## src/rtl/led_status_serializer.sv

```systemverilog
`default_nettype none
// =============================================================================
// Module   : led_status_serializer
// Brief    : Turns a per-LED 2-bit mode vector into serial frames for a chain of
//            shift-register LED drivers (LED_CLK / LED_OUT / LED_LATCH / LED_OE).
//            Optional macro LED_DIM_EN adds a DIM input that PWMs LED_OE.
// Revision : 1.0 - initial release
// =============================================================================
module led_status_serializer #(
   parameter int NUM_LEDS = 24,
   parameter int CLK_DIV  = 1,
   parameter int SLOW_DIV = 500000,
   parameter int FAST_DIV = 125000
) (
   input  logic                  CLK,
   input  logic                  RST,
   input  logic [2*NUM_LEDS-1:0] LED_MODE,
   input  logic                  FORCE_UPDATE,
`ifdef LED_DIM_EN
   input  logic [3:0]            DIM,
`endif
   output logic                  BUSY,
   output logic                  LED_CLK,
   output logic                  LED_OUT,
   output logic                  LED_LATCH,
   output logic                  LED_OE
);

   localparam int c_BIT_W  = (NUM_LEDS > 1) ? $clog2(NUM_LEDS) : 1;
   localparam int c_DIV_W  = (CLK_DIV  > 1) ? $clog2(CLK_DIV)  : 1;
   localparam int c_SLOW_W = (SLOW_DIV > 1) ? $clog2(SLOW_DIV) : 1;
   localparam int c_FAST_W = (FAST_DIV > 1) ? $clog2(FAST_DIV) : 1;

   localparam logic [c_BIT_W-1:0]  c_BIT_TOP   = c_BIT_W'(NUM_LEDS - 1);
   localparam logic [c_DIV_W-1:0]  c_DIV_LAST  = c_DIV_W'(CLK_DIV - 1);
   localparam logic [c_SLOW_W-1:0] c_SLOW_LAST = c_SLOW_W'(SLOW_DIV - 1);
   localparam logic [c_FAST_W-1:0] c_FAST_LAST = c_FAST_W'(FAST_DIV - 1);

   typedef enum logic [2:0] {
      S_IDLE     = 3'd0,
      S_LOAD     = 3'd1,
      S_SHIFT_LO = 3'd2,
      S_SHIFT_HI = 3'd3,
      S_LATCH    = 3'd4
   } state_t;

   state_t                r_state;
   state_t                w_next_state;
   logic [c_SLOW_W-1:0]   r_slow_cnt;
   logic [c_FAST_W-1:0]   r_fast_cnt;
   logic                  r_slow_phase;
   logic                  r_fast_phase;
   logic [c_DIV_W-1:0]    r_div_cnt;
   logic [c_BIT_W-1:0]    r_bit_idx;
   logic [NUM_LEDS-1:0]   r_shreg;
   logic [NUM_LEDS-1:0]   r_last_sent;
   logic                  r_pending;
   logic                  r_busy;
   logic                  r_led_clk;
   logic                  r_led_out;
   logic                  r_led_latch;
   logic                  r_oe_en;
   logic [NUM_LEDS-1:0]   w_frame;
   logic                  w_start;
   logic                  w_div_last;
   logic                  w_bit_step;
   logic                  w_busy_nxt;
   logic                  w_led_clk_nxt;
   logic                  w_led_latch_nxt;
   logic                  w_latch_done;

   // Blink timebases run free in every state
   always_ff @(posedge CLK) begin
      if (RST) begin
         r_slow_cnt   <= '0;
         r_fast_cnt   <= '0;
         r_slow_phase <= 1'b0;
         r_fast_phase <= 1'b0;
      end else begin
         if (r_slow_cnt == c_SLOW_LAST) begin
            r_slow_cnt   <= '0;
            r_slow_phase <= ~r_slow_phase;
         end else begin
            r_slow_cnt <= r_slow_cnt + 1'b1;
         end
         if (r_fast_cnt == c_FAST_LAST) begin
            r_fast_cnt   <= '0;
            r_fast_phase <= ~r_fast_phase;
         end else begin
            r_fast_cnt <= r_fast_cnt + 1'b1;
         end
      end
   end

   for (genvar gi = 0; gi < NUM_LEDS; gi++) begin : g_frame
      assign w_frame[gi] = LED_MODE[2*gi+1]
                         ? (LED_MODE[2*gi] ? r_fast_phase : r_slow_phase)
                         : LED_MODE[2*gi];
   end

   assign w_start      = (w_frame != r_last_sent) || r_pending;
   assign w_div_last   = (r_div_cnt == c_DIV_LAST);
   assign w_bit_step   = (r_state == S_SHIFT_HI) && w_div_last && (r_bit_idx != '0);
   assign w_latch_done = (r_state == S_LATCH) && w_div_last;

   always_ff @(posedge CLK) begin
      if (RST) begin
         r_state <= S_IDLE;
      end else begin
         r_state <= w_next_state;
      end
   end

   always_comb begin
      w_next_state    = r_state;
      w_busy_nxt      = 1'b0;
      w_led_clk_nxt   = 1'b0;
      w_led_latch_nxt = 1'b0;
      case (r_state)
         S_IDLE:     if (w_start) w_next_state = S_LOAD;
         S_LOAD:     w_next_state = S_SHIFT_LO;
         S_SHIFT_LO: if (w_div_last) w_next_state = S_SHIFT_HI;
         S_SHIFT_HI: if (w_div_last) w_next_state = (r_bit_idx == '0) ? S_LATCH : S_SHIFT_LO;
         S_LATCH:    if (w_div_last) w_next_state = S_IDLE;
         default:    w_next_state = S_IDLE;
      endcase
      // Outputs are registered from the next state so they line up with it
      w_busy_nxt      = (w_next_state != S_IDLE);
      w_led_clk_nxt   = (w_next_state == S_SHIFT_HI);
      w_led_latch_nxt = (w_next_state == S_LATCH);
   end

   always_ff @(posedge CLK) begin
      if (RST || (r_state == S_IDLE) || (w_next_state != r_state)) begin
         r_div_cnt <= '0;
      end else begin
         r_div_cnt <= r_div_cnt + 1'b1;
      end
   end

   always_ff @(posedge CLK) begin
      if (RST) begin
         r_shreg     <= '0;
         r_last_sent <= '0;
         r_bit_idx   <= '0;
         r_led_out   <= 1'b0;
         r_pending   <= 1'b1;
      end else begin
         if (r_state == S_LOAD) begin
            r_shreg     <= w_frame;
            r_last_sent <= w_frame;
            r_bit_idx   <= c_BIT_TOP;
            r_led_out   <= w_frame[NUM_LEDS-1];
         end else if (w_bit_step) begin
            r_bit_idx <= r_bit_idx - 1'b1;
            r_led_out <= r_shreg[r_bit_idx - 1'b1];
         end
         // A request landing on the LOAD cycle survives as one extra frame
         if (FORCE_UPDATE) begin
            r_pending <= 1'b1;
         end else if (r_state == S_LOAD) begin
            r_pending <= 1'b0;
         end
      end
   end

   always_ff @(posedge CLK) begin
      if (RST) begin
         r_busy      <= 1'b0;
         r_led_clk   <= 1'b0;
         r_led_latch <= 1'b0;
         r_oe_en     <= 1'b0;
      end else begin
         r_busy      <= w_busy_nxt;
         r_led_clk   <= w_led_clk_nxt;
         r_led_latch <= w_led_latch_nxt;
         r_oe_en     <= r_oe_en | w_latch_done;
      end
   end

`ifdef LED_DIM_EN
   logic [3:0] r_pwm_cnt;

   always_ff @(posedge CLK) begin
      if (RST) begin
         r_pwm_cnt <= '0;
      end else begin
         r_pwm_cnt <= r_pwm_cnt + 4'd1;
      end
   end

   assign LED_OE = r_oe_en ? ~(r_pwm_cnt <= DIM) : 1'b1;
`else
   assign LED_OE = ~r_oe_en;
`endif

   assign BUSY      = r_busy;
   assign LED_CLK   = r_led_clk;
   assign LED_OUT   = r_led_out;
   assign LED_LATCH = r_led_latch;

endmodule

`default_nettype wire

```

## config.mk

```make
export PLATFORM = sky130hd
export DESIGN_NAME = led_status_serializer
export DESIGN_NICKNAME = d
export VERILOG_FILES = /design/src/rtl/led_status_serializer.sv
export SDC_FILE = /design/constraint.sdc
export NUM_CORES = 1
export LEC_CHECK = 0
export BUFFER_PORTS_ARGS = -buffer_cell sky130_fd_sc_hd__buf_4
export CAP_MARGIN = 20
export CORE_MARGIN = 2
export CORE_UTILIZATION = 40
export DETAILED_ROUTE_END_ITERATION = 8
export SKIP_CTS_REPAIR_TIMING = 1
export SKIP_LAST_GASP = 1
export SYNTH_ARGS = -nofsm -noshare
export SYNTH_HDL_FRONTEND = slang
export SYNTH_SLANG_ARGS = --single-unit
```

## constraint.sdc

```tcl
create_clock -name CLK -period 2.2 [get_ports CLK]
set_input_delay 0.11 -clock CLK [delete_from_list [all_inputs] [get_ports CLK]]
set_output_delay 0.11 -clock CLK [all_outputs]
set_load 0.05 [all_outputs]
```

Yosys cells after proc, flatten, opt, wreduce, memory -nomap -nowiden
Cells that the tools add are included.

Eq/ne operators: 10. Mux-type cells: 60. $add $sub $neg: 4. Bitwise gates (word level): 5. Order comparisons: 1. Reductions and logical operators: 15.

Operators with widths (count): 1-bit 2-to-1 mux (51); 24-bit != test (1); 19-bit by 1-bit adder with 19-bit output (second input constant) (1); 19-bit equality test (second input constant) (1); 17-bit by 1-bit adder with 17-bit output (second input constant) (1); 17-bit equality test (second input constant) (1); 3-bit 2-to-1 mux (5); 3-bit case mux with 5 select lines (1); 5-bit 2-to-1 mux (2); 3-bit by 2-bit equality test with 1-bit output (second input constant) (3); 2-bit OR reduction (4); 3-bit equality test (second input constant) (2); 5-bit by 6-bit < comparator with 1-bit output (second input constant) (1); 1-bit binary-select mux with 5-bit select (1); 5-bit zero test (1); 5-bit nonzero test (1); 5-bit by 1-bit subtractor with 5-bit output (second input constant) (1); 1-bit inverter (4); 3-bit by 1-bit equality test with 1-bit output (second input constant) (1); 1-bit logical AND (3); 3-bit zero test (1); 1-bit logical OR (3); 3-bit != test (1); 3-bit nonzero test (1); 3 further kinds (3).

Input bits: 51. Output and inout port bits: 5. Logic and storage cells: 110. Bits in registers: 77.

Depth between registers and ports, before layout
Gate-level depths: netlist of the first run.

Word-level depth: 8. Mapped depth: 10. Mapped depth without buffers: 8.

Worst setup path after synthesis of the first run
OpenSTA, ideal clock, no wires.

Path type: register to register. Start point: register r_bit_idx[0]. End point: register r_led_out, in the netlist LED_OUT. Required time: 2067 ps. Arrival time: 2102 ps. Stages on the path, launching flop included: 10. Path slack: -35 ps. Clock period less this slack: 2235 ps. Setup time: 133 ps. Buffers on the path: 2. Cells stage by stage: dfxtp_1 -> buf_6 -> inv_1 -> ha_1 -> buf_1 -> mux4_1 -> mux4_2 -> mux2_4 -> nand2_1 -> a31oi_1.

Cells in the longest elaborated chain, start to end: 5. Elaborated cells on any way between the ends: 8. Those cells by class: 1 x add/sub; 4 x mux; 3 x reduce/logical.

RTL lines: start: declaration (line 54) `logic [c_BIT_W-1:0] r_bit_idx;`; start signal: assignment (line 152) `r_bit_idx <= c_BIT_TOP;`; start signal: assignment (line 155) `r_bit_idx <= r_bit_idx - 1'b1;`; 5-bit by 1-bit subtractor with 5-bit output (line 156) `r_led_out <= r_shreg[r_bit_idx - 1'b1];`; 1-bit binary-select mux with 5-bit select (line 156); 1-bit 2-to-1 mux (implied by the code) (line 156); 1-bit 2-to-1 mux (line 154) `end else if (w_bit_step) begin`; 1-bit 2-to-1 mux (line 149) `if (r_state == S_LOAD) begin`; end signal: assignment (line 153) `r_led_out <= w_frame[NUM_LEDS-1];`; end signal: assignment (line 156); end: declaration (line 60) `logic r_led_out;`.

Parallel ways exist; a longest one is shown, timed or not. The select of a mux whose other input is x is not followed. A chain may end at the register's enable or synchronous reset.

Final worst setup path of the first run
Ends and elaborated chain as after synthesis.

==> results of run 1 <==
==> how the worst max path moves through the flow <==
stage | to | slack (ns)
4_1_cts | LED_OUT | 0.02
2_1_floorplan | LED_OUT | 0.07
3_5_place_dp | LED_OUT | 0.04
3_3_place_gp | LED_OUT | 0.13
5_1_grt | LED_OUT | 0.006
6_report | LED_OUT | 0.09
==> sequential cells by signal, indices dropped and copies added (netlist names), 3 cells and up <==
| signal | cells |
|---|---|
| r_bit_idx | 5 |
| r_fast_cnt | 17 |
| r_last_sent | 24 |
| r_slow_cnt | 19 |
| r_state | 3 |
==> cell type report <==
class	count	area [um^2]
multi-input combinational	380	2340
clock buffer	12	165
sequential	77	1540
timing repair buffer	66	498
inverter	9	33.8
clock inverter	4	55.1
tap	133	166
fill	967	4930
==> power groups by stage <==
stage          sequential [uW]  clock [uW]  combinational, uW
3_3_place_gp              1560           0                566
3_5_place_dp              1560           0                579
5_1_grt                   1540        1240                679
4_1_cts                   1530        1200                581
2_1_floorplan             1550           0                411
6_report                  1530        1150                606
==> through the flow <==
| step | power, uW | area (um^2) |
|---|---|---|
| floorplan | 1960 | 4000 |
| global placement | 2130 | 4540 |
| global route | 3460 | 4800 |
| CTS | 3310 | 4760 |
| finish | 3290 | 4800 |
| detailed placement | 2140 | 4540 |
==> worst max-delay path: stages (launching register included) <==
cell and delay [ns]:
dfxtp_1 0.35, buf_4 0.19, mux4_1 0.58, mux4_2 0.48, mux2_4 0.26, nand2_1 0.06, a31oi_1 0.07
==> kinds of logic (layout without fill, tap and decap cells) <==
logic type	count (synthesis)	after routing
buffers and inverters	33	91
adders and majority gates	4	4
xor gates and xnor gates	41	41
DFF	77	77
other	1	1
and+or+nand+nor	235	235
AOI/OAI and AO/OA	90	90
muxes	9	9
==> cell usage after synthesis (2+ instances only) <==
cell / instances / area share, %
a211oi_1: 2 / 0.38
a21oi_1: 53 / 6.6
a31oi_1: 8 / 1.3
and3_1: 6 / 0.94
and3b_1: 19 / 4.2
and4_1: 2 / 0.44
buf_2: 6 / 0.75
clkbuf_1: 16 / 1.5
dfxtp_1: 77 / 39
ha_1: 4 / 1.3
inv_1: 9 / 0.84
mux4_1: 6 / 3.9
nand2_1: 33 / 3.1
nand2b_1: 2 / 0.31
nand3_1: 16 / 2.0
nand4_1: 13 / 2.0
nor2_1: 74 / 6.9
nor3_1: 31 / 3.9
nor3b_1: 2 / 0.38
nor4_1: 4 / 0.63
nor4b_1: 6 / 1.3
o21ai_0: 22 / 2.8
or2_2: 2 / 0.31
or3_1: 21 / 3.3
xnor2_1: 14 / 3.1
xor2_1: 27 / 5.9
==> layer usage <==
| layer | share of wire (%) | GRT usage (%) | wire length (um) |
|---|---|---|---|
| met1 | 46 | 22.4 | 4210 |
| met3 | 3.7 | 4.70 | 337 |
| met4 | 1.8 | 6.18 | 167 |
| met2 | 48 | 29.7 | 4420 |
| met5 | 0 | 0 | 0 |
==> impl_metrics.prom, run 1 <==
# TYPE chip_impl_metric gauge
chip_impl_metric{name="synthXorXnorAreaFrac",unit="%"} 8.98
chip_impl_info{name="cts_root_buffer",value="clkbuf_8"} 1
chip_impl_metric{name="die_w",unit="um"} 104
chip_impl_metric{name="num-nets-final",unit=""} 598
chip_impl_metric{name="timing_hold_violations_final",unit=""} 0
chip_impl_metric{name="maxClockFrequency",unit="GHz"} 0.473
chip_impl_metric{name="timing.critical_path.required",unit="ns"} 2.42
chip_impl_metric{name="ant_nets",unit=""} 0
chip_impl_metric{name="synth_adder_area_share",unit="%"} 1.25
chip_impl_metric{name="hpwlAfterDp",unit="mm"} 6.66
chip_impl_metric{name="sw_frac_of_total",unit="%"} 27.7
chip_impl_metric{name="syn-cell-area",unit="mm^2"} 0.00400
chip_impl_metric{name="drt_total_wl",unit="mm"} 9.13
chip_impl_metric{name="seq_cells_post_synth",unit=""} 77
chip_impl_metric{name="syn_inst",unit=""} 490
chip_impl_metric{name="final_max_slew_viol_count",unit=""} 0
chip_impl_info{name="rsz0062_at_grt",value="false"} 1
chip_impl_metric{name="setup_viol",unit=""} 0
chip_impl_metric{name="clock_insertion_delay_worst_skew",unit="ns"} 0.36
chip_impl_metric{name="finalWorstPathRequiredPeriod",unit="ns"} 2.11
chip_impl_metric{name="relSlewSlack",unit="%"} 66.4
chip_impl_metric{name="grt_total_usage",unit="%"} 17.9
chip_impl_metric{name="place.detailed.instances",unit=""} 663
chip_impl_metric{name="drt-wirelength-per-cell",unit="um"} 13.4
chip_impl_metric{name="drt_first_pass_iters",unit=""} 4
chip_impl_info{name="reg2reg_from",value="r_bit_idx[0]"} 1
chip_impl_metric{name="drtIter0Drc",unit=""} 80
chip_impl_metric{name="finalClockSkew",unit="ns"} 0.0107
chip_impl_info{name="critPathLaunch",value="r_bit_idx[0]"} 1
chip_impl_metric{name="power-per-cell-area",unit="mW/mm^2"} 684
chip_impl_metric{name="gpl.final_weighted_congestion",unit=""} 0.810
chip_impl_metric{name="num_io_pins",unit=""} 56
chip_impl_metric{name="yosys_warnings",unit=""} 0
chip_impl_metric{name="drc_errors",unit=""} 0
chip_impl_info{name="critical_path.startpoint_type",value="flop"} 1
chip_impl_metric{name="critPathMaxFanout",unit=""} 9
chip_impl_metric{name="number_of_enable_flip_flop_cells_after_synthesis",unit=""} 0
chip_impl_metric{name="core-area",unit="mm^2"} 0.00973
chip_impl_metric{name="worst_slack_after_detailed_placement",unit="ns"} 0.0441
chip_impl_metric{name="mappedNetlistNets",unit=""} 545
chip_impl_metric{name="final.setup.tns",unit="ns"} 0
chip_impl_info{name="synth_flop_cell",value="dfxtp_1"} 1
chip_impl_metric{name="post_drt_via_cell_ratio",unit=""} 5.25
chip_impl_info{name="timing.rr.end",value="LED_OUT"} 1
chip_impl_metric{name="period_share",unit="%"} 96.1
chip_impl_info{name="min_path_type",value="primary input to flop"} 1
chip_impl_metric{name="whs_path_depth",unit=""} 4
chip_impl_metric{name="numPortBuffers",unit=""} 55
chip_impl_metric{name="synth.mux.area_fraction",unit="%"} 5.13
chip_impl_metric{name="switching_power",unit="uW"} 909
chip_impl_info{name="setup.worst_path.end_class",value="flop"} 1
chip_impl_metric{name="die-area",unit="mm^2"} 0.0108
chip_impl_metric{name="drv.max_cap_violation_count",unit=""} 0
chip_impl_metric{name="areaGrowthSynthToFinish",unit="%"} 20.1
chip_impl_metric{name="post_route_cells_drive_above_1_share",unit="%"} 16.1
chip_impl_info{name="run_status",value="finished clean"} 1
chip_impl_metric{name="ff2ff_path_depth",unit=""} 6
chip_impl_metric{name="netlist-cell-type-count",unit=""} 41
chip_impl_metric{name="synth_sequential_area_ratio",unit="%"} 38.5
chip_impl_metric{name="timing.hold.ws",unit="ns"} 0.112
chip_impl_info{name="layout_common_cells",value="dfxtp_1 (77), nor2_1 (74), buf_4 (65), a21oi_1 (53), nand2_1 (33)"} 1
chip_impl_metric{name="initial_core_util",unit="%"} 41.1
chip_impl_metric{name="leakage",unit="uW"} 0.00188
chip_impl_metric{name="irDropWorstVdd",unit="V"} 0.000419
chip_impl_metric{name="synth_simple_gate_area_share",unit="%"} 30.4
chip_impl_info{name="path_class",value="flop to flop"} 1
chip_impl_metric{name="cts_sinks",unit=""} 77
chip_impl_metric{name="synth_compound_gate_area_share",unit="%"} 12.1
chip_impl_metric{name="internal_power",unit="uW"} 2380
chip_impl_metric{name="rrSetupSlack",unit="ns"} 0.09
chip_impl_metric{name="p_clk_share",unit="%"} 34.9
chip_impl_metric{name="worst_pin_slew",unit="ns"} 0.497
chip_impl_metric{name="share_seq_of_total_power",unit="%"} 46.6
chip_impl_info{name="min_delay_endpoint",value="r_last_sent[7]"} 1
chip_impl_metric{name="global_route.overflow_total",unit=""} 0
chip_impl_metric{name="floorplan.die.height",unit="um"} 104
chip_impl_metric{name="clk_transition_reported_paths",unit="ns"} 0.08
chip_impl_metric{name="via_count_of_the_first_global_routing_pass",unit=""} 3474
chip_impl_metric{name="synth_area_per_cell",unit="um^2"} 8.16
chip_impl_metric{name="cts_htree_levels",unit=""} 3
chip_impl_info{name="min_from",value="LED_MODE[14]"} 1
chip_impl_info{name="synth_top_family_by_area",value="simple AND/OR/NAND/NOR gates"} 1
chip_impl_metric{name="final_cell_count_no_fill",unit=""} 681
chip_impl_metric{name="p_comb_share",unit="%"} 18.4
chip_impl_metric{name="crit_arrival",unit="ns"} 2.34
chip_impl_metric{name="via_count",unit=""} 3577
chip_impl_metric{name="postLayoutSetupSlackWorst",unit="ns"} 0.0868
chip_impl_metric{name="fp-row-count",unit=""} 36
chip_impl_metric{name="async_flop_share",unit="%"} 0
chip_impl_metric{name="n_antenna_cell",unit=""} 0
chip_impl_metric{name="global_route_wire_length_before_repair",unit="mm"} 15.9
chip_impl_metric{name="finish.utilization",unit="%"} 49.4
chip_impl_metric{name="grt_antenna_before_repair",unit=""} 0
chip_impl_metric{name="grt_max_degree",unit=""} 45
chip_impl_metric{name="cts_inserted_buffers",unit=""} 9
chip_impl_info{name="tritoncts",value="built"} 1
chip_impl_metric{name="ctsLongestPathBuffers",unit=""} 2
chip_impl_info{name="most_common_cell_after_layout_fill_and_taps_aside",value="dfxtp_1"} 1
Power figures use the tool's default switching activity.
==> run 2: changes to the inputs <==
--- a/config.mk
+++ b/config.mk
@@ -10,6 +10,7 @@
 export CORE_MARGIN = 2
 export CORE_UTILIZATION = 40
 export DETAILED_ROUTE_END_ITERATION = 8
+export REMOVE_ABC_BUFFERS = 1
 export SKIP_CTS_REPAIR_TIMING = 1
 export SKIP_LAST_GASP = 1
 export SYNTH_ARGS = -nofsm -noshare
==> run 2 against run 1 <==
  * Critical path depth did not move
  * Final cell count grew 0.15%
  * Register-to-register slack gained 0.05 ns
  * First-iteration DRC count up 35%
  * Sequential share of layout area grew 0.15 points
  * Count of clock-buffer cells in the layout shrank 3
  * Clock skew is 0.0045 ns higher
  * Critical path type unchanged
  * Worst hold slack worse by 0.013 ns
  * Die area stayed put
==> impl_metrics.prom, run 2 (synthesis results as in run 1) <==
# TYPE chip_impl_metric gauge
chip_impl_metric{name="drt_total_wl",unit="mm"} 9.20
chip_impl_info{name="tritoncts",value="built"} 1
chip_impl_metric{name="grt_total_usage",unit="%"} 17.6
chip_impl_metric{name="num_io_pins",unit=""} 56
chip_impl_metric{name="die_w",unit="um"} 104
chip_impl_metric{name="ant_nets",unit=""} 0
chip_impl_info{name="max_flop_register",value="r_last_sent"} 1
chip_impl_metric{name="hpwlAfterDp",unit="mm"} 6.80
chip_impl_metric{name="largest_register_ffs",unit=""} 24
chip_impl_metric{name="clk_transition_reported_paths",unit="ns"} 0.10
chip_impl_metric{name="finalClockSkew",unit="ns"} 0.0152
chip_impl_info{name="critical_path.startpoint_type",value="flop"} 1
chip_impl_metric{name="critPathMaxFanout",unit=""} 9
chip_impl_metric{name="die-area",unit="mm^2"} 0.0108
chip_impl_metric{name="n_fill_cell",unit=""} 994
chip_impl_info{name="cell_by_cell_listing_of_the_critical_path",value="buf_4 > mux4_1 > mux4_2 > mux2_4 > nand2_1 > a31oi_1"} 1
chip_impl_info{name="most_common_cell_after_layout_fill_and_taps_aside",value="dfxtp_1"} 1
chip_impl_metric{name="clock_insertion_delay_worst_skew",unit="ns"} 0.36
chip_impl_metric{name="core-area",unit="mm^2"} 0.00973
chip_impl_info{name="layout_common_cells",value="dfxtp_1 (77), nor2_1 (74), buf_4 (66), a21oi_1 (53), nand2_1 (33)"} 1
chip_impl_metric{name="n_antenna_cell",unit=""} 0
chip_impl_metric{name="timing_hold_violations_final",unit=""} 0
chip_impl_metric{name="placed_area",unit="mm^2"} 0.00456
chip_impl_metric{name="initial_core_util",unit="%"} 41.1
chip_impl_metric{name="floorplan.die.height",unit="um"} 104
chip_impl_metric{name="finish.utilization",unit="%"} 49.1
chip_impl_metric{name="finalWorstPathRequiredPeriod",unit="ns"} 2.06
chip_impl_metric{name="cts_inserted_buffers",unit=""} 9
chip_impl_metric{name="cts_htree_levels",unit=""} 3
chip_impl_metric{name="via_count_of_the_first_global_routing_pass",unit=""} 3382
chip_impl_info{name="setup.worst_path.end_class",value="flop"} 1
chip_impl_metric{name="grt_max_degree",unit=""} 45
chip_impl_info{name="cpMaxStageDelayCell",value="mux4_1"} 1
chip_impl_metric{name="post_route_cells_drive_above_1_share",unit="%"} 15.8
chip_impl_info{name="crit_family",value="multiplexers"} 1
chip_impl_metric{name="critPathBufInv",unit=""} 1
chip_impl_info{name="min_path_type",value="primary input to flop"} 1
chip_impl_metric{name="drv.max_cap_violation_count",unit=""} 0
chip_impl_metric{name="global_route.overflow_total",unit=""} 0
chip_impl_info{name="cts_root_buffer",value="clkbuf_8"} 1
chip_impl_metric{name="final_max_slew_viol_count",unit=""} 0
chip_impl_metric{name="period_share",unit="%"} 93.7
chip_impl_metric{name="final.setup.tns",unit="ns"} 0
chip_impl_info{name="top_regs",value="r_last_sent x24, r_slow_cnt x19, r_fast_cnt x17"} 1
chip_impl_metric{name="gpl.final_weighted_congestion",unit=""} 0.815
chip_impl_metric{name="leakage",unit="uW"} 0.00188
chip_impl_metric{name="num-nets-final",unit=""} 599
chip_impl_metric{name="post_drt_via_cell_ratio",unit=""} 5.27
chip_impl_metric{name="timing.critical_path.required",unit="ns"} 2.43
chip_impl_metric{name="drc_errors",unit=""} 0
chip_impl_metric{name="slowest_delay",unit="ns"} 0.57
chip_impl_metric{name="drt_first_pass_iters",unit=""} 4
chip_impl_metric{name="global_route_wire_length_before_repair",unit="mm"} 15.6
chip_impl_metric{name="drt-wirelength-per-cell",unit="um"} 13.5
chip_impl_metric{name="crit_arrival",unit="ns"} 2.29
chip_impl_metric{name="postLayoutCellArea",unit="mm^2"} 0.00478
chip_impl_metric{name="setup_viol",unit=""} 0
chip_impl_info{name="path_class",value="flop to flop"} 1
chip_impl_metric{name="cts_sinks",unit=""} 77
chip_impl_metric{name="areaGrowthSynthToFinish",unit="%"} 19.5
chip_impl_metric{name="total_power",unit="uW"} 3250
chip_impl_metric{name="drtIter0Drc",unit=""} 108
chip_impl_info{name="run_status",value="finished clean"} 1
chip_impl_metric{name="maxClockFrequency",unit="GHz"} 0.485
chip_impl_metric{name="grt_antenna_before_repair",unit=""} 0
chip_impl_metric{name="power-per-cell-area",unit="mW/mm^2"} 679
chip_impl_metric{name="via_count",unit=""} 3593
chip_impl_metric{name="numPortBuffers",unit=""} 55
chip_impl_metric{name="ctsLongestPathBuffers",unit=""} 2
chip_impl_metric{name="fp-row-count",unit=""} 36
chip_impl_metric{name="irDropWorstVdd",unit="V"} 0.000281
==> run 2: routing by layer <==
metal	vias up	track usage [%]	share of wire, %
li1	1857	-	-
met1	1661	21.4	45
met2	62	30.0	48
met3	13	4.01	5.7
met4	0	7.24	1.7
met5	-	0	0
==> run 2: final timing paths <==
path / start / end / slack, ns / depth (start not counted)
setup / recovery: r_bit_idx[0] / LED_OUT / 0.14 / 6
hold / removal: LED_MODE[40] / r_last_sent[20] / 0.1 / 4
setup reg to reg: r_bit_idx[0] / LED_OUT / 0.14 / 6
hold reg to reg: r_fast_cnt[0] / r_fast_cnt[0] / 0.44 / 1
==> run 2: power breakdown <==
group	leakage, uW	internal (uW)	total [uW]	switching [uW]
combinational	0.00115	293	597	305
clock	0.000101	538	1120	580
sequential	0.000626	1460	1530	70.0
total	0.00188	2290	3250	954
==> run 2: cell type report <==
| type | instances | area, um^2 | share of cell area, % |
|---|---|---|---|
| clock buffers | 9 | 124 | 2.59 |
| multi-input cells | 380 | 2330 | 48.8 |
| repair buffers | 67 | 505 | 10.6 |
| well taps | 133 | 166 | 3.48 |
| clock inverters | 7 | 77.6 | 1.62 |
| inverters | 9 | 33.8 | 0.707 |
| flip-flops and latches | 77 | 1540 | 32.2 |
==> run 2: metrics by stage <==
| step | hold slack [ns] | std cells | setup slack, ns |
|---|---|---|---|
| floorplan | 0.179 | 466 | -0.0348 |
| global placement | 0.296 | 665 | 0.124 |
| detailed placement | 0.301 | 665 | 0.0470 |
| CTS | -0.0864 | 681 | 0.0522 |
| global route | 0.120 | 682 | -0.00763 |
| finish | 0.0988 | 682 | 0.138 |
==> run 2: tightest hold or removal path, delay by kind of cell <==
kind	cells	cell delay (ns)
AO/OA/AOI/OAI	2	0.16
AND/OR/NAND/NOR	1	0.07
buffers and inverters	1	0.08
==> run 3: changes to the inputs <==
--- a/config.mk
+++ b/config.mk
@@ -8,8 +8,9 @@
 export BUFFER_PORTS_ARGS = -buffer_cell sky130_fd_sc_hd__buf_4
 export CAP_MARGIN = 20
 export CORE_MARGIN = 2
-export CORE_UTILIZATION = 40
+export CORE_UTILIZATION = 52
 export DETAILED_ROUTE_END_ITERATION = 8
+export PLACE_DENSITY = 0.76
 export REMOVE_ABC_BUFFERS = 1
 export SKIP_CTS_REPAIR_TIMING = 1
 export SKIP_LAST_GASP = 1
==> run 3 against run 2 <==
  * Fmax shrank 1.0%
  * Clock skew decreased by 0.0055 ns
  * Worst hold slack better by 0.033 ns
  * Critical path depth is the same
  * Power rose by 4.1%
  * Sequential power hardly changed
  * Non-clock buffer count fell by 4
  * First-iteration DRC count is 25% higher
  * Wire length shrank 3.2%
  * Clock power up 11%
  * Final cell count down 5.9%
  * Combinational power up 2%
==> impl_metrics.prom, run 3 (synthesis results as in run 1) <==
# TYPE chip_impl_metric gauge
chip_impl_metric{name="gpl.final_weighted_congestion",unit=""} 0.862
chip_impl_info{name="cell_by_cell_listing_of_the_critical_path",value="buf_4 > mux4_1 > mux4_2 > mux2_4 > nand2_1 > a31oi_1"} 1
chip_impl_info{name="most_common_cell_after_layout_fill_and_taps_aside",value="dfxtp_1"} 1
chip_impl_metric{name="ctsLongestPathBuffers",unit=""} 2
chip_impl_metric{name="post_route_cells_drive_above_1_share",unit="%"} 14.7
chip_impl_metric{name="num_io_pins",unit=""} 56
chip_impl_metric{name="setup_viol",unit=""} 0
chip_impl_metric{name="postLayoutCellArea",unit="mm^2"} 0.00477
chip_impl_metric{name="drc_errors",unit=""} 0
chip_impl_metric{name="irDropWorstVdd",unit="V"} 0.000378
chip_impl_info{name="run_status",value="finished clean"} 1
chip_impl_metric{name="num-nets-final",unit=""} 595
chip_impl_metric{name="clock_insertion_delay_worst_skew",unit="ns"} 0.35
chip_impl_metric{name="initial_core_util",unit="%"} 54.3
chip_impl_metric{name="cts_inserted_buffers",unit=""} 9
chip_impl_metric{name="global_route.overflow_total",unit=""} 0
chip_impl_metric{name="clk_transition_reported_paths",unit="ns"} 0.08
chip_impl_metric{name="ff2ff_path_depth",unit=""} 6
chip_impl_info{name="rsz0062_at_grt",value="false"} 1
chip_impl_metric{name="drt_first_pass_iters",unit=""} 4
chip_impl_metric{name="timing_hold_violations_final",unit=""} 0
chip_impl_metric{name="timing.critical_path.required",unit="ns"} 2.42
chip_impl_metric{name="period_share",unit="%"} 94.7
chip_impl_metric{name="core-area",unit="mm^2"} 0.00737
chip_impl_metric{name="drt_total_wl",unit="mm"} 8.91
chip_impl_info{name="cpMaxStageDelayCell",value="mux4_1"} 1
chip_impl_metric{name="n_fill_cell",unit=""} 638
chip_impl_info{name="min_path_type",value="primary input to flop"} 1
chip_impl_metric{name="post_drt_via_cell_ratio",unit=""} 5.63
chip_impl_info{name="timing.rr.end",value="LED_OUT"} 1
chip_impl_metric{name="die-area",unit="mm^2"} 0.00841
chip_impl_metric{name="numPortBuffers",unit=""} 55
chip_impl_metric{name="worst_pin_slew",unit="ns"} 0.556
chip_impl_metric{name="grt_antenna_before_repair",unit=""} 0
chip_impl_metric{name="place.detailed.instances",unit=""} 627
chip_impl_metric{name="crit_arrival",unit="ns"} 2.30
chip_impl_info{name="top_regs",value="r_last_sent x24, r_slow_cnt x19, r_fast_cnt x17"} 1
chip_impl_metric{name="critPathMaxFanout",unit=""} 9
chip_impl_metric{name="final_cell_count_no_fill",unit=""} 642
chip_impl_metric{name="largest_register_ffs",unit=""} 24
chip_impl_info{name="path_class",value="flop to flop"} 1
chip_impl_metric{name="global_route_wire_length_before_repair",unit="mm"} 15.2
chip_impl_metric{name="drtIter0Drc",unit=""} 135
chip_impl_metric{name="die_w",unit="um"} 91.7
chip_impl_metric{name="via_count",unit=""} 3617
chip_impl_info{name="reg2reg_from",value="r_bit_idx[0]"} 1
chip_impl_metric{name="floorplan.die.height",unit="um"} 91.7
chip_impl_metric{name="placed_area",unit="mm^2"} 0.00452
chip_impl_metric{name="maxClockFrequency",unit="GHz"} 0.480
chip_impl_metric{name="power-per-cell-area",unit="mW/mm^2"} 708
chip_impl_metric{name="areaGrowthSynthToFinish",unit="%"} 19.3
chip_impl_metric{name="whs_path_depth",unit=""} 4
chip_impl_metric{name="finalWorstPathRequiredPeriod",unit="ns"} 2.08
chip_impl_metric{name="final_max_slew_viol_count",unit=""} 0
chip_impl_metric{name="drt-wirelength-per-cell",unit="um"} 13.9
chip_impl_info{name="layout_common_cells",value="dfxtp_1 (77), nor2_1 (74), buf_4 (59), a21oi_1 (53), nand2_1 (33)"} 1
chip_impl_info{name="tritoncts",value="built"} 1
chip_impl_info{name="critical_path.startpoint_type",value="flop"} 1
chip_impl_metric{name="hpwlAfterDp",unit="mm"} 6.49
chip_impl_metric{name="relSlewSlack",unit="%"} 62.8
chip_impl_metric{name="fp-row-count",unit=""} 31
chip_impl_metric{name="grt_max_degree",unit=""} 45
chip_impl_metric{name="via_count_of_the_first_global_routing_pass",unit=""} 3428
chip_impl_info{name="min_from",value="LED_MODE[12]"} 1
chip_impl_metric{name="final.setup.tns",unit="ns"} 0
chip_impl_info{name="min_delay_endpoint",value="r_last_sent[6]"} 1
chip_impl_metric{name="total_power",unit="uW"} 3380
chip_impl_info{name="cts_root_buffer",value="clkbuf_8"} 1
chip_impl_metric{name="ant_nets",unit=""} 0
chip_impl_info{name="setup.worst_path.end_class",value="flop"} 1
chip_impl_metric{name="cts_htree_levels",unit=""} 3
chip_impl_metric{name="cts_sinks",unit=""} 77
chip_impl_metric{name="leakage",unit="uW"} 0.00188
chip_impl_metric{name="slowest_delay",unit="ns"} 0.57
chip_impl_metric{name="finalClockSkew",unit="ns"} 0.00973
chip_impl_info{name="max_flop_register",value="r_last_sent"} 1
chip_impl_metric{name="grt_total_usage",unit="%"} 22.2
chip_impl_metric{name="n_antenna_cell",unit=""} 0
chip_impl_metric{name="rrSetupSlack",unit="ns"} 0.12
chip_impl_metric{name="drv.max_cap_violation_count",unit=""} 0
[run 3: cell count changes in the layout (fill, tap and decap cells not counted)]
| cell | delta |
|---|---|
| buf_12 | +3 |
| buf_4 | -7 |
| bufinv_16 | +2 |
| clkbuf_1 | +1 |
| clkinv_2 | -1 |
| clkinv_4 | +1 |
| clkinvlp_4 | -1 |
| inv_6 | -4 |
[run 3: critical path: cells and delay by family, from the launching register on]
kind	cells	cell delay (ns)
AND/OR/NAND/NOR	1	0.06
buffers and inverters	1	0.18
multiplexers	3	1.31
AO/OA/AOI/OAI	1	0.08
flip-flops	1	0.33
[run 3: metal layers]
metal	GRT usage (%)	vias to the layer above	wire, um
met5	0	-	0
met4	8.21	0	199
met2	37.7	91	4290
met3	6.90	22	550
li1	-	1844	-
met1	26.4	1660	3870
[run 3: power by group]
group / leakage (uW) / internal, uW / total, uW / switching (uW)
clock: 0.000112 / 744 / 1240 / 493
sequential: 0.000626 / 1460 / 1530 / 71.8
combinational: 0.00114 / 297 / 610 / 312
[run 3: per-stage QoR]
| stage | hold slack, ns | setup WS (ns) | util [%] |
|---|---|---|---|
| 2_1_floorplan | 0.179 | -0.0348 | - |
| 3_3_place_gp | 0.297 | 0.128 | 61.4 |
| 3_5_place_dp | 0.300 | -0.00397 | 61.4 |
| 4_1_cts | -0.0580 | 0.00351 | 64.4 |
| 5_1_grt | 0.151 | 0.0286 | 64.7 |
| 6_report | 0.131 | 0.117 | 64.7 |
[run 3: layout make-up]
| class | count | area (um^2) | area share, % |
|---|---|---|---|
| timing repair buffer | 63 | 513 | 10.8 |
| clock inverter | 4 | 98.8 | 2.07 |
| inverter | 9 | 33.8 | 0.708 |
| multi-input combinational | 380 | 2330 | 48.9 |
| tap | 99 | 124 | 2.60 |
| sequential | 77 | 1540 | 32.3 |
| clock buffer | 10 | 128 | 2.68 |
[run 3: worst max path at each step]
stage                      start  cells after the start      end  slack [ns]
CTS                 r_bit_idx[1]                      7  LED_OUT       0.004
floorplan           r_bit_idx[0]                      7  LED_OUT       -0.03
detailed placement  r_bit_idx[1]                      7  LED_OUT      -0.004
global route        r_bit_idx[0]                      6  LED_OUT        0.03
global placement    r_bit_idx[1]                      7  LED_OUT        0.13
finish              r_bit_idx[0]                      6  LED_OUT        0.12
